## src/rtl/io_bus_bridge.sv

```systemverilog
// Memory-mapped I/O bridge: decodes a channel index from the CPU address and runs a
// level req/done handshake with one of N_CH peripherals. It adds a timeout and a sticky error flag.
module io_bus_bridge #(
  parameter int DW       = 16,
  parameter int AW       = 16,
  parameter int N_CH     = 4,
  parameter int CH_LSB   = 8,
  parameter int CH_BITS  = 4,
  parameter int TIMEOUT  = 255,
  parameter logic [DW-1:0] ERR_DATA = 16'hDEAD
) (
  input  logic               clk,
  input  logic               rst,
  input  logic [AW-1:0]      cpu_addr,
  input  logic [DW-1:0]      cpu_wdata,
  input  logic               cpu_we,
  input  logic               cpu_re,
  output logic [DW-1:0]      cpu_rdata,
  output logic               cpu_ack,
  output logic [N_CH-1:0]    per_req,
  output logic               per_we,
  output logic [AW-1:0]      per_addr,
  output logic [DW-1:0]      per_wdata,
  input  logic [N_CH*DW-1:0] per_rdata,
  input  logic [N_CH-1:0]    per_done,
  output logic               err_flag,
  input  logic               err_clr
);

  localparam int CW = (TIMEOUT > 1) ? $clog2(TIMEOUT) : 1;

  typedef enum logic [1:0] {IDLE, BUSY, ACK, HOLD} state_t;

  state_t            state, state_nx;
  logic [CW-1:0]     cnt;
  logic [CH_BITS-1:0] idx;
  logic              idx_ok;
  logic              req_any;
  logic              done_hit;
  logic              timed_out;
  logic              set_err;
  logic              ack_nx;
  logic [N_CH-1:0]   sel;
  logic [DW-1:0]     done_data;

  assign idx       = cpu_addr[CH_LSB +: CH_BITS];
  assign idx_ok    = (int'(idx) < N_CH);
  assign req_any   = cpu_we | cpu_re;
  // per_req is one-hot on the selected channel, so masking ignores other channels' done bits
  assign done_hit  = |(per_req & per_done);
  assign timed_out = (cnt == CW'(TIMEOUT - 1));

  always_comb begin
    sel       = '0;
    done_data = '0;
    for (int i = 0; i < N_CH; i++) begin
      sel[i] = (int'(idx) == i);
      if (per_req[i]) done_data = per_rdata[i*DW +: DW];
    end
  end

  always_ff @(posedge clk or posedge rst) begin
    if (rst) state <= IDLE;
    else     state <= state_nx;
  end

  always_comb begin
    state_nx = state;
    case (state)
      IDLE: if (req_any) state_nx = idx_ok ? BUSY : ACK;
      BUSY: if (done_hit || timed_out) state_nx = ACK;
      ACK:  state_nx = HOLD;
      HOLD: if (!req_any) state_nx = IDLE;
      default: state_nx = IDLE;
    endcase
  end

  always_comb begin
    set_err = 1'b0;
    ack_nx  = (state_nx == ACK);
    if (state == IDLE && req_any && !idx_ok) set_err = 1'b1;
    if (state == BUSY && !done_hit && timed_out) set_err = 1'b1;
  end

  always_ff @(posedge clk or posedge rst) begin
    if (rst) begin
      per_req   <= '0;
      per_we    <= 1'b0;
      per_addr  <= '0;
      per_wdata <= '0;
      cpu_ack   <= 1'b0;
      cpu_rdata <= '0;
      err_flag  <= 1'b0;
      cnt       <= '0;
    end else begin
      cpu_ack  <= ack_nx;
      err_flag <= set_err ? 1'b1 : (err_clr ? 1'b0 : err_flag);
      case (state)
        IDLE: if (req_any) begin
          per_addr  <= cpu_addr;
          per_wdata <= cpu_wdata;
          per_we    <= cpu_we;
          cnt       <= '0;
          if (idx_ok) per_req   <= sel;
          else        cpu_rdata <= ERR_DATA;
        end
        BUSY: begin
          if (done_hit) begin
            per_req <= '0;
            if (!per_we) cpu_rdata <= done_data;
          end else if (timed_out) begin
            per_req   <= '0;
            cpu_rdata <= ERR_DATA;
          end else begin
            cnt <= cnt + 1'b1;
          end
        end
        default: ;
      endcase
    end
  end

endmodule

```

## config.mk

```make
export PLATFORM = sky130hd
export DESIGN_NAME = io_bus_bridge
export DESIGN_NICKNAME = d
export VERILOG_FILES = /design/src/rtl/io_bus_bridge.sv
export SDC_FILE = /design/constraint.sdc
export NUM_CORES = 1
export LEC_CHECK = 0
export ABC_AREA = 1
export CORE_MARGIN = 5
export CORE_UTILIZATION = 55
export CTS_CLUSTER_SIZE = 30
export DETAILED_ROUTE_END_ITERATION = 8
export DONT_BUFFER_PORTS = 1
export GPL_ROUTABILITY_DRIVEN = 0
export GPL_TIMING_DRIVEN = 0
export PLACE_DENSITY = 0.8
export SLEW_MARGIN = 20
export SYNTH_ARGS = -nofsm -noshare
export SYNTH_HDL_FRONTEND = slang
export SYNTH_SLANG_ARGS = --single-unit
```

## constraint.sdc

```tcl
create_clock -name clk -period 2.6 [get_ports clk]
set_input_delay 0.39 -clock clk [delete_from_list [all_inputs] [get_ports clk]]
set_output_delay 0.39 -clock clk [all_outputs]
set_load 0.01 [all_outputs]
```

==> results.md <==
Floorplan:
- The die is roughly 91 um tall.
- The die covers 0.00832 mm^2.
- The effective utilization at floorplan is 56.8%.
- The die width is a little over 90 um.
- The number of rows created at floorplan is 29.
- The core region is ~0.0064 mm^2.
- Pin placement for this block handled 160 I/O pins.

Yosys:
- The leading area contributor after synthesis is dfrtp_1.
- The share of synthesized flip-flops with an asynchronous set or reset is between 90% and 100%.
- The fraction of post-synthesis cell area in the top cell type by area is between 40% and 50%.
- The net count after synthesis is roughly 620.
- The synthesized area divided by synthesized cell count is approximately 7.1 um^2.
- nand2_1 is the most common cell in the netlist.
- Yosys attributes the largest share of cell area to dfrtp_1 45%, nand2_1 21%, nand3_1 8.8%, nor2_1 3.9%, a21oi_1 3.9%.
- After synthesis the cells add up to about 0.0036 mm^2.
- By count the netlist is led by 207 x nand2_1, 65 x dfrtp_1, 64 x nand3_1, 38 x nor2_1, 35 x inv_1.
- The count of warnings emitted by yosys is 0.
- Counting flops with a built-in enable in the synthesized netlist gives 0.
- The post-synthesis sequential area ratio is between 40% and 50%.
- Synthesis inferred between 60 and 70 register bits.
- In the synthesized netlist, the number of instances is 509.
- The distinct cell type count of the synthesized netlist is 27.
- Among all flip-flop cells after synthesis, the most frequent one is dfrtp_1.

Power and ir drop:
- Combinational logic is responsible for between 40 and 50% of the overall power.
- Net switching is 46.2% of the power.
- The clock network accounts for about 17% of the total power.
- The peak ir drop on the vdd network is 0.713 mV.
- The completed layout was analyzed and its total power is 0.00453 W.
- For this design the ratio of total power to cell area is roughly 1100 mW/mm^2.
- The cell internal power dissipation is around 0.0024 W.
- For this design the static power due to leakage is roughly 2.1 nW.
- For this design the total switching power over the nets is around 0.0021 W.
- In this run, flip-flops and latches consume a little over two fifths of the power.

Timing:
- For this run, the top clock speed supported by timing is ~0.6 GHz.
- Setup violations remaining at the end of the flow were counted as 0.
- The final number of max-transition violations came to 0.
- Subtracting the final worst setup slack from the clock period gives around 1600 ps.
- The worst slew margin relative to its limit is ~69%.
- Setup total negative slack on the finished layout was measured at 0 ps.
- Setup repair after global routing left no endpoint under its margin.
- The worst clock skew on the final layout is ~11 ps.
- The final count of hold timing violations is 0.
- At the pin with the least slew margin, the transition time is approximately 470 ps.
- The share of the clock period used by the worst path is 62.8%.

Clocking:
- The quantity of gates resized following cts is 0.
- The total number of clock tree sinks is 65.
- TritonCTS built the clock tree.
- The H-tree depth is 3.
- Clock-pin slew was measured on the worst setup and hold paths at approximately 70 ps.
- The clock tree root driver cell is clkbuf_8.
- Counting the buffers created by CTS gives 9.
- The largest buffer count on any clock path is 2.
- The later-pin clock latency in the skew report is around 340 ps.

Setup path:
- STA puts the critical path data arrival time at approximately 1900 ps.
- The critical path required time is approximately 2900 ps.
- The worst setup path is launched from a register.
- STA classifies the critical path endpoint as a register.
- In this run the worst path has a maximum fanout of 10.
- The worst register-to-register path has a depth of 8.
- The critical path in this run is classified as reg2reg.

Hold path:
- The hold path depth is 2.
- The min-delay analysis places its worst path in the category in2reg.

Final layout:
- Fill cells in the final layout number approximately 610.
- From synthesis to final layout, the design area changed by 8.59%.
- In the final design database the tool counted about 630 nets.
- Summing all flip-flop and latch instances after layout gives roughly 0.0016 mm^2.
- Summing all multi-input logic gate instances after layout gives between 0.0015 and 0.002 mm^2.
- Of the cells placed in the final design, the portion with a size suffix greater than 1 is 12.3%.
- The final antenna diode count is 0.

GRT:
- The number of antenna violations at the first check in global routing is 0.
- The total overflow left after global routing is 0.
- The first global-routing pass estimated 15.7 mm of wire.
- Global routing used a little under a quarter of the available tracks across all layers.
- Entering global routing, the biggest net connects between 40 and 50 pins.
- The number of global-route vias before repair came to 3242.

Drt:
- Dividing the detail-routed wire length by the instance count gives approximately 16 um.
- The via count is ~3300.
- Using the TritonRoute via totals, the vias-per-cell ratio works out to about 5.4.
- The detail route stage leaves a number of antenna-violating nets equal to 0.
- The remaining routing DRC violations is 0.
- The total detailed-routing wirelength is about 9.5 mm.
- After the first detailed-routing iteration, the DRC count stood at roughly 210.
- The iteration count of the initial detailed-routing pass is 5.

Place:
- Once detailed placement completed, the half-perimeter wirelength came to between 7 and 8 mm.
- The count of input and output buffers is 0.

Outcome:
- The run finished with clean final reports.

Run:
- The tool flagged a number of max-cap violations equal to 0.
## cell type report
type | instances | share of cell area (%)
Multi-Input combinational cell | 381 | 43.3
Tap cell | 77 | 2.45
Timing Repair Buffer | 2 | 0.762
Clock inverter | 4 | 0.699
Clock buffer | 12 | 3.94
Buffer | 25 | 3.81
Inverter | 38 | 3.75
Sequential cell | 65 | 41.3
## final timing paths
path | start | end | slack [ps]
max in group asynchronous | rst | cnt[6] | 1580
max reg2reg | per_req[0] | cpu_rdata[10] | 970
min reg2reg | cnt[7] | cnt[7] | 530
min | cpu_wdata[3] | per_wdata[3] | 160
min in group asynchronous | rst | cpu_rdata[3] | 500
max | per_req[0] | cpu_rdata[10] | 970
## logic make-up (layout without fill, tap and decap cells)
| logic type | Yosys count | in the layout | synth area share, % |
|---|---|---|---|
| AO/OA/AOI/OAI | 39 | 39 | 5.66 |
| XOR/XNOR | 4 | 4 | 0.966 |
| adder cells (fa/ha/maj) | 2 | 2 | 0.690 |
| buffers and inverters | 63 | 81 | 8.14 |
| flip-flops | 65 | 65 | 44.8 |
| AND/OR/NAND/NOR | 336 | 336 | 39.7 |
## layer usage
layer  vias up  GRT usage, %  share of wire [%]
met4         0          8.56                1.9
met3        17          8.93                 11
li1       1609             -                  -
met5         -             0                  0
met1      1465          29.4                 41
met2       178          35.7                 46
## power groups by stage
stage / sequential, W / combinational (W) / clock (W)
2_1_floorplan: 0.00183 / 0.00145 / 0
3_3_place_gp: 0.00194 / 0.00174 / 0
3_5_place_dp: 0.00194 / 0.00182 / 0
4_1_cts: 0.00193 / 0.00182 / 0.000800
5_1_grt: 0.00198 / 0.00210 / 0.000857
6_report: 0.00192 / 0.00182 / 0.000789
## what timing repair did
item                                   CTS  global route
hold buffers                             1             0
setup buffers                            0             0
endpoints found under the hold margin   24             0
## flip-flops by register name, summed over array words and instances, names as in the netlist
signal,flops
cnt,8
cpu_ack,1
cpu_rdata,16
err_flag,1
per_addr,16
per_req,4
per_wdata,16
per_we,1
state,2
## worst max-delay path, stage by stage, from the launching register on
cell and delay (ps):
dfrtp_1 410, buf_2 210, buf_1 400, nand3_1 130, nand2_1 100, nand2_1 80, nand3_1 70, nand3_1 90
nand2_1 80
## cell usage in the layout, fill, tap and decap left out, types with 5 or more instances in the layout
master,Yosys,routed
o21ai_0,8,8
nor2_1,38,38
dfrtp_1,65,65
nand3_1,64,64
inv_1,35,34
clkbuf_1,4,5
buf_2,12,12
nand2_2,17,17
nand2_1,207,207
a21oi_1,28,28
clkbuf_8,0,11
## through the flow
step / cell area, um^2 / worst slack (ps) / cells / hold slack [ps] / util, %
2_1_floorplan: 3630 / 584 / 509 / 474 / -
3_3_place_gp: 3720 / -81.5 / 586 / 493 / 58.3
3_5_place_dp: 3750 / 988 / 587 / 257 / 58.7
4_1_cts: 3940 / 972 / 604 / 155 / 61.7
5_1_grt: 3940 / 765 / 604 / 156 / 61.7
6_report: 3940 / 968 / 604 / 164 / 61.7
Note: power is estimated with default switching activity, not from simulation.
